**config.mk**
```make
export PLATFORM = sky130hd
export DESIGN_NAME = uart_rx_param
export DESIGN_NICKNAME = d
export VERILOG_FILES = /design/src/rtl/uart_rx_param.sv
export SDC_FILE = /design/constraint.sdc
export NUM_CORES = 1
export LEC_CHECK = 0
export ABC_AREA = 1
export CORE_ASPECT_RATIO = 1.4
export CORE_MARGIN = 3
export CORE_UTILIZATION = 51
export CTS_BUF_LIST = sky130_fd_sc_hd__clkbuf_4
export DETAILED_ROUTE_END_ITERATION = 8
export PLACE_DENSITY = 0.79
export SYNTH_ARGS = -nofsm -noshare
export SYNTH_HDL_FRONTEND = slang
export SYNTH_SLANG_ARGS = --single-unit
```
**constraint.sdc**
```tcl
create_clock -name clk -period 1.41 [get_ports clk]
set_input_delay 0.282 -clock clk [delete_from_list [all_inputs] [get_ports clk]]
set_output_delay 0.282 -clock clk [all_outputs]
set_load 0.05 [all_outputs]
```
**src/rtl/uart_rx_param.sv**
```systemverilog
// uart_rx_param -- parametrised UART receiver.
//
// Receives asynchronous serial frames on rx. Each frame is one start bit,
// DATA_BITS data bits (LSB first), an optional parity bit and STOP_BITS stop
// bits. The frame is timed by br_tick, which pulses OVERSAMPLE times per bit.
// The completed word is offered on a valid/ready output together with
// parity, framing and overrun status.
//
// Parameters:
//   DATA_BITS  (5..9)          data bits per frame
//   OVERSAMPLE (even, 8..32)   br_tick pulses per bit period
//   PARITY     (0/1/2)         none / odd / even
//   STOP_BITS  (1..2)          stop bits per frame
//
// Ports:
//   clk          in   system clock, rising edge
//   reset_n      in   asynchronous active-low reset
//   rx           in   serial line, asynchronous to clk, idle high
//   br_tick      in   one-clk oversample strobe
//   rx_data      out  received word, bit 0 = first data bit on the line
//   rx_valid     out  word available, held until accepted
//   rx_ready     in   consumer ready
//   parity_err   out  parity mismatch for the current rx_data
//   frame_err    out  a stop bit sampled 0 for the current rx_data
//   overrun_err  out  the previous unaccepted word was overwritten
//   busy         out  receiver is inside a frame (FSM not IDLE)
//   state_dbg    out  raw FSM state, for debug and checker binding
//
// Build option:
//   UART_RX_MAJORITY_EN  when defined, every sample is the 2-of-3 majority
//                        of the synchronised line on the br_ticks at the
//                        nominal sample tick -2, -1 and 0. When undefined,
//                        a single sample is taken at the nominal tick.
//                        Frame latency is the same in both builds.
//
// Handshake: a word is transferred in every cycle where rx_valid && rx_ready
// are both high. rx_valid stays high until that happens and drops on the
// following cycle. rx_data and the error flags hold until the next frame
// completes. A completion landing in the same cycle as an acceptance
// replaces the word without flagging an overrun.

module uart_rx_param #(
    parameter int DATA_BITS  = 8,
    parameter int OVERSAMPLE = 16,
    parameter int PARITY     = 0,
    parameter int STOP_BITS  = 1
) (
    input  logic                 clk,
    input  logic                 reset_n,
    input  logic                 rx,
    input  logic                 br_tick,
    output logic [DATA_BITS-1:0] rx_data,
    output logic                 rx_valid,
    input  logic                 rx_ready,
    output logic                 parity_err,
    output logic                 frame_err,
    output logic                 overrun_err,
    output logic                 busy,
    output logic [2:0]           state_dbg
);

    localparam int TW = $clog2(OVERSAMPLE);
    localparam int BW = (DATA_BITS > 1) ? $clog2(DATA_BITS) : 1;

    // Start bit is checked at its middle; every later bit is checked one
    // full bit period after the previous sample, i.e. also mid-bit.
    localparam logic [TW-1:0] T_MID  = TW'(OVERSAMPLE / 2 - 1);
    localparam logic [TW-1:0] T_END  = TW'(OVERSAMPLE - 1);
    localparam logic [BW-1:0] B_LAST = BW'(DATA_BITS - 1);

    typedef enum logic [2:0] {
        S_IDLE   = 3'd0,
        S_START  = 3'd1,
        S_DATA   = 3'd2,
        S_PARITY = 3'd3,
        S_STOP   = 3'd4
    } state_t;

    state_t               state;
    logic [TW-1:0]        tcnt;
    logic [BW-1:0]        bcnt;
    logic                 scnt;
    logic [DATA_BITS-1:0] shreg;
    logic                 perr_q;
    logic                 fflag_q;

    // Two-flop synchroniser; resets to the idle (high) line level.
    logic rx_meta;
    logic rxs;

    always_ff @(posedge clk or negedge reset_n) begin
        if (!reset_n) begin
            rx_meta <= 1'b1;
            rxs     <= 1'b1;
        end else begin
            rx_meta <= rx;
            rxs     <= rx_meta;
        end
    end

    // Value of the line as seen at a sample point.
    logic sample;

`ifdef UART_RX_MAJORITY_EN
    // hist[1] is rxs at the tick two before the current one, hist[0] at the
    // tick just before. Combined with the live rxs this gives the three
    // votes at the nominal sample tick.
    logic [1:0] hist;

    always_ff @(posedge clk or negedge reset_n) begin
        if (!reset_n) begin
            hist <= 2'b11;
        end else if (br_tick) begin
            hist <= {hist[0], rxs};
        end
    end

    assign sample = (hist[1] & hist[0]) | (hist[1] & rxs) | (hist[0] & rxs);
`else
    assign sample = rxs;
`endif

    // Parity error for the word now in shreg plus the sampled parity bit.
    logic par_xor;
    logic par_bad;
    assign par_xor = (^shreg) ^ sample;
    assign par_bad = (PARITY == 1) ? ~par_xor : par_xor;

    logic last_stop;
    assign last_stop = (STOP_BITS == 1) || scnt;

    always_ff @(posedge clk or negedge reset_n) begin
        if (!reset_n) begin
            state       <= S_IDLE;
            tcnt        <= '0;
            bcnt        <= '0;
            scnt        <= 1'b0;
            shreg       <= '0;
            perr_q      <= 1'b0;
            fflag_q     <= 1'b0;
            rx_data     <= '0;
            rx_valid    <= 1'b0;
            parity_err  <= 1'b0;
            frame_err   <= 1'b0;
            overrun_err <= 1'b0;
        end else begin
            // Acceptance; a completion below in the same cycle wins.
            if (rx_valid && rx_ready) begin
                rx_valid <= 1'b0;
            end

            case (state)
                S_IDLE: begin
                    if (!rxs) begin
                        state <= S_START;
                        tcnt  <= '0;
                    end
                end

                S_START: begin
                    if (br_tick) begin
                        if (tcnt == T_MID) begin
                            tcnt <= '0;
                            if (sample) begin
                                // Line back high mid start bit: a glitch.
                                state <= S_IDLE;
                            end else begin
                                state   <= S_DATA;
                                bcnt    <= '0;
                                perr_q  <= 1'b0;
                                fflag_q <= 1'b0;
                            end
                        end else begin
                            tcnt <= tcnt + TW'(1);
                        end
                    end
                end

                S_DATA: begin
                    if (br_tick) begin
                        if (tcnt == T_END) begin
                            tcnt  <= '0;
                            // Shift in from the top so the first bit ends in bit 0.
                            shreg <= {sample, shreg[DATA_BITS-1:1]};
                            if (bcnt == B_LAST) begin
                                state <= (PARITY != 0) ? S_PARITY : S_STOP;
                                scnt  <= 1'b0;
                            end else begin
                                bcnt <= bcnt + BW'(1);
                            end
                        end else begin
                            tcnt <= tcnt + TW'(1);
                        end
                    end
                end

                S_PARITY: begin
                    if (br_tick) begin
                        if (tcnt == T_END) begin
                            tcnt   <= '0;
                            perr_q <= par_bad;
                            state  <= S_STOP;
                        end else begin
                            tcnt <= tcnt + TW'(1);
                        end
                    end
                end

                S_STOP: begin
                    if (br_tick) begin
                        if (tcnt == T_END) begin
                            tcnt <= '0;
                            if (last_stop) begin
                                // Finish at the stop sample, not the end of the
                                // stop bit, so a following start edge half a bit
                                // later is still caught.
                                state       <= S_IDLE;
                                rx_data     <= shreg;
                                parity_err  <= perr_q;
                                frame_err   <= fflag_q | ~sample;
                                overrun_err <= rx_valid && !rx_ready;
                                rx_valid    <= 1'b1;
                            end else begin
                                scnt    <= 1'b1;
                                fflag_q <= fflag_q | ~sample;
                            end
                        end else begin
                            tcnt <= tcnt + TW'(1);
                        end
                    end
                end

                default: begin
                    state <= S_IDLE;
                end
            endcase
        end
    end

    assign busy      = (state != S_IDLE);
    assign state_dbg = state;

endmodule

```
# ---- Yosys cells after proc, flatten, opt, wreduce, memory -nomap -nowiden
# Index checks and enable logic that the tools add are counted.
dict set report classes {
  n_reduce_logical 16
  bitwise 2
  add_sub_neg 2
  muxes 35
  n_eq_ne 20
}
# op n
set ops {}
lappend ops {{3-bit 2-to-1 mux} 16}
lappend ops {{2-bit != test (second input constant)} 12}
lappend ops {{4-bit 2-to-1 mux} 5}
lappend ops {{3-bit one-hot mux with 5 select lines} 1}
lappend ops {{4-bit one-hot mux with 3 select lines} 1}
lappend ops {{10-bit AND reduction} 1}
lappend ops {{1-bit 2-to-1 mux} 9}
lappend ops {{8-bit XOR reduction} 1}
lappend ops {{7-bit AND reduction} 1}
lappend ops {{3-bit by 2-bit equality test with 1-bit output (second input constant)} 2}
lappend ops {{3-bit equality test (second input constant)} 2}
lappend ops {{3-bit one-hot mux with 2 select lines} 1}
lappend ops {{3-bit AND reduction} 2}
lappend ops {{6-bit AND reduction} 1}
lappend ops {{3-bit nonzero test} 2}
lappend ops {{4-bit by 1-bit adder with 4-bit output (second input constant)} 1}
lappend ops {{4-bit by 3-bit equality test with 1-bit output (second input constant)} 1}
lappend ops {{4-bit equality test (second input constant)} 1}
lappend ops {{4-bit AND reduction} 1}
lappend ops {{2-bit nonzero test} 2}
lappend ops {{3-bit by 1-bit adder with 3-bit output (second input constant)} 1}
lappend ops {{3-bit by 1-bit equality test with 1-bit output (second input constant)} 1}
lappend ops {{3-bit zero test} 1}
lappend ops {{3-bit OR reduction} 1}
lappend ops {{7 further kinds} 8}
dict set report word_totals {
  out_inout_bits 16
  regBits 33
  wordCells 87
  in_bits 5
}

# ---- Longest topological paths before layout
dict set report logic_depth {
  ltp_word 5
  depth_mapped 11
  depth_no_buf 11
}

# ---- Least setup slack after synthesis
# No wires, ideal clock.
dict set report synth_timing {
  path_type {register to register}
  startpoint {reg state[2], in the netlist state_dbg[2]}
  endpoint {reg state[0], in the netlist state_dbg[0]}
  setup_ps 141
  period_less_slack_ps 1669
  stages_incl_launch_ff 8
  t_required_ps 1269
  t_arrival_ps 1528
  path_slack_ps -259
  path_buffers 0
  path_cell_list {dfrtp_1 inv_1 nand2_2 nand2_1 nand2_1 nand4_4 nand2_1 o21ai_1}
}
dict set report synth_via {
  elab_chain_len 3
}
# element line_no
set synth_rtl {}
lappend synth_rtl {{start, declared} 79} ;# state_t state;
lappend synth_rtl {{start signal, assigned} 186} ;# state <= (PARITY != 0) ? S_PARITY : S_STOP;
lappend synth_rtl {{3-bit by 2-bit equality test with 1-bit output (tied with other cells)} 152} ;# case (state)
lappend synth_rtl {{2-bit != test (no line)} --}
lappend synth_rtl {{10-bit AND reduction (no line)} --}
# Several ways; a longest one is shown, not always the timed one.
# A chain may end at the register's enable or synchronous reset.

# ---- Worst setup path in the final report
dict set report layout_timing {
  startpoint {reg state[0], in the netlist state_dbg[0]}
  endpoint {reg bcnt[0]}
}
dict set report layout_via {
  elab_chain_len 3
}
# element line_no
set layout_rtl {}
lappend layout_rtl {{3-bit by 2-bit equality test with 1-bit output or 3-bit by 1-bit equality test with 1-bit output (tied branches)} 152}
lappend layout_rtl {{2-bit != test (no line) or 2-bit nonzero test (tied branches)} --}
lappend layout_rtl {{7-bit AND reduction (no line)} --}
lappend layout_rtl {{end signal, assigned} 189} ;# bcnt <= bcnt + BW'(1);
lappend layout_rtl {{end, declared} 81} ;# logic [BW-1:0] bcnt;
# Several ways; a longest one is shown, not always the timed one.

==> run summary <==
status: finished with violations
failing checks: setup timing
Peak VDD IR: 1.60 mV
Final WS setup: -0.0757 ns
GRT Resource Usage Total: 22.7%
Pwr Density: 1520 nW/um2
Setup Viol. Count Final: 14
mapped cell area: 1680 um2
Buffers on Ports: 20
I/O pins: 21
Hold Violations, Final: 0
Setup Crit Path Kind: reg -> reg
crit-path max FO: 4
Final min period: 1.49 ns
slowest stage cell on the critical path: dfrtp_4
core area: 3120 um2
Synth Instances: 188
crit path cell chain: buf_6 -> inv_4 -> buf_4 -> nor3_4 -> nand2_2 -> nand2_4 -> nand4_1 -> o21ai_2
Final Slew Violations: 0
CP bufs+invs: 3
total power: 0.00385 W
Die ar.: 4020 um2
Comb power frac: 57.0%
Filler Cell Count: 192
largest cells by area after synthesis: dfrtp_1 (46%), nand2_1 (13%), o21ai_1 (4.5%), nand4_4 (3.8%), o21ai_0 (3.6%)
post-synth top area cell: dfrtp_1
sw frac: 41.3%
DR vias/cell: 5.40
CP top delay family: simple AND/OR/NAND/NOR gates
Yosys warning count: 0
Leak: 1.17 nW
post-synthesis cell type count: 30
Synth top area share: 46.2%
Post-route DRC: 0
critical path endpoint category: register
pre-CTS setup slack: -0.277 ns
CP startpoint: state_dbg[0]$_DFFE_PN0P_
DR WL/cell: 15.5 um
CP max stage delay: 0.44 ns
TritonCTS buffer count: 5
initial antenna violation count: 0
Pint: 0.00226 W
Initial Utilization: 53.7%
# hold bufs at CTS: 0
fmax: 673 MHz
Worst Setup Start Kind: register
sequential-to-total area share from yosys stat: 49.4%
Hold Slack: 0.288 ns
GPL Wtd Cong: 0.859
fin crit share: 105%
vias: 1500
TritonCTS clock tree: built
Detail Route Antenna Nets: 0
detailed placement HPWL: 2810 um
Clk Latency, worst-skew pair: 0.34 ns
Syn Area/Cell: 8.92 um2
GRT overflow: 0
Net Switching: 0.00159 W
Rows: 24
Clock Path Buffers: 2
die width: 54.5 um
antenna cells: 0
min-delay worst type: in -> async
layout net count: 246
max_cap viols: 0
largest net degree at the start of global routing: 34
CP Data Required Time: 1.69 ns
H-tree levels: 2
Seq cells post-synth: 33
Crit path depth: 8
TritonCTS sink count: 33
r2r startpoint: state_dbg[0]$_DFFE_PN0P_
R2R cell count: 8
Setup TNS Final: -0.609 ns
DP Area: 2190 um2
vias in the first global route: 1551
final WL: 4300 um
Syn-to-layout area delta: 51.2%
first-pass GRT wire length: 6430 um
critical path arrival: 1.76 ns
Clock power frac: 13.5%
syn nets: 196
worst clock skew: 0.0172 ns
root buf cell: clkbuf_4
clock transition at the registers of the reported paths: 0.10 ns
first-iteration detailed-routing DRC count: 54
fin area: 2540 um2
die height: 73.9 um
Initial DRT Pass Iterations: 4
Tightest Pin Transition: 0.250 ns
relative slew slack: 83.3%
RSZ-0062 raised after global routing: yes
layout cells sized above 1: 43.5%
sequential power share: 29.4%
[Yosys cell counts, drive strengths merged]
| library cell | number |
|---|---|
| buf | 2 |
| dfrtp | 31 |
| clkbuf | 1 |
| nand3 | 8 |
| ha | 3 |
| o21bai | 1 |
| mux2 | 2 |
| xor2 | 4 |
| o21ai | 28 |
| nor3 | 1 |
| nand2 | 67 |
| nand4 | 4 |
| clkinv | 1 |
| nand3b | 1 |
| nor2 | 10 |
| dfstp | 2 |
| xnor2 | 3 |
| a21oi | 1 |
| inv | 18 |
[registers in the layout, summed over array words and instances (netlist names)]
register	count
rx_data	8
shreg	8
tcnt	4
bcnt	3
state_dbg	3
frame_err	1
overrun_err	1
parity_err	1
perr_q	1
rx_meta	1
rx_valid	1
rxs	1
[power groups by stage]
| stage | Sequential [W] | Combinational [W] | Clock, W |
|---|---|---|---|
| 6_report | 0.00113 | 0.00220 | 0.000522 |
| 4_1_cts | 0.00113 | 0.00206 | 0.000543 |
| 3_5_place_dp | 0.00122 | 0.00151 | 0 |
| 3_3_place_gp | 0.00121 | 0.00146 | 0 |
| 5_1_grt | 0.00114 | 0.00235 | 0.000584 |
| 2_1_floorplan | 0.00132 | 0.000848 | 0 |
[cell families (layout without fill, tap and decap cells)]
logic type	count (synthesis)	after routing	share of synthesized area, %
compound gates	30	30	9.32
xor+xnor	7	7	3.65
simple gates	91	92	28.3
buf+inv	22	72	5.59
mux	2	2	1.57
flops	33	33	49.4
fa+ha+maj	3	3	2.24
[layout by cell type, fill, tap and decap left out, drive strengths merged]
cell type / instances
nand2: 68
buf: 41
dfrtp: 31
o21ai: 28
inv: 19
nor2: 10
nand3: 8
clkbuf: 7
xor2: 4
clkdlybuf4s50: 4
nand4: 4
xnor2: 3
ha: 3
dfstp: 2
mux2: 2
nor3: 1
o21bai: 1
a21oi: 1
nand3b: 1
clkinv: 1
[per-stage QoR]
step / std cells / util [%]
after CTS: 276 / 77.3
after global placement: 258 / 70.1
final: 278 / 81.2
after floorplan: 188 / -
after global routing: 278 / 81.2
after detailed placement: 258 / 70.1
[per-layer routing]
metal  GRT usage [%]  wire [um]  vias to the layer above
li1                -          -                      708
met1            21.9       1470                      722
met2            41.4       2450                       50
met3            5.27        155                       20
met4            13.6        219                        0
met5               0          0                        -
[final cells by class]
| cell class | count | area, um2 | share of cell area (%) |
|---|---|---|---|
| clock inverters | 1 | 3.75 | 0.148 |
| well taps | 39 | 48.8 | 1.92 |
| flip-flops and latches | 33 | 838 | 33.1 |
| inverters | 19 | 78.8 | 3.11 |
| clock buffers | 7 | 52.6 | 2.07 |
| repair buffers | 45 | 608 | 24.0 |
| multi-input cells | 134 | 906 | 35.7 |
[worst paths after layout]
check | slack, ns | to
worst max-delay path | -0.08 | bcnt[0]$_DFFE_PN0P_
worst min-delay path | 0.29 | bcnt[1]$_DFFE_PN0P_
worst max register to register | -0.08 | bcnt[0]$_DFFE_PN0P_
worst min register to register | 0.35 | rxs$_DFF_PN1_
max in group asynchronous | 0.86 | rx_meta$_DFF_PN1_
min in group clk | 0.35 | rxs$_DFF_PN1_
[what timing repair did]
action                     CTS  global route
resized for setup           16            34
setup endpoints to repair    7            29
cloned                       0             1
setup buffers               10             1
pin swaps                   10             9
No activity file was read; power rests on OpenSTA's default activity.
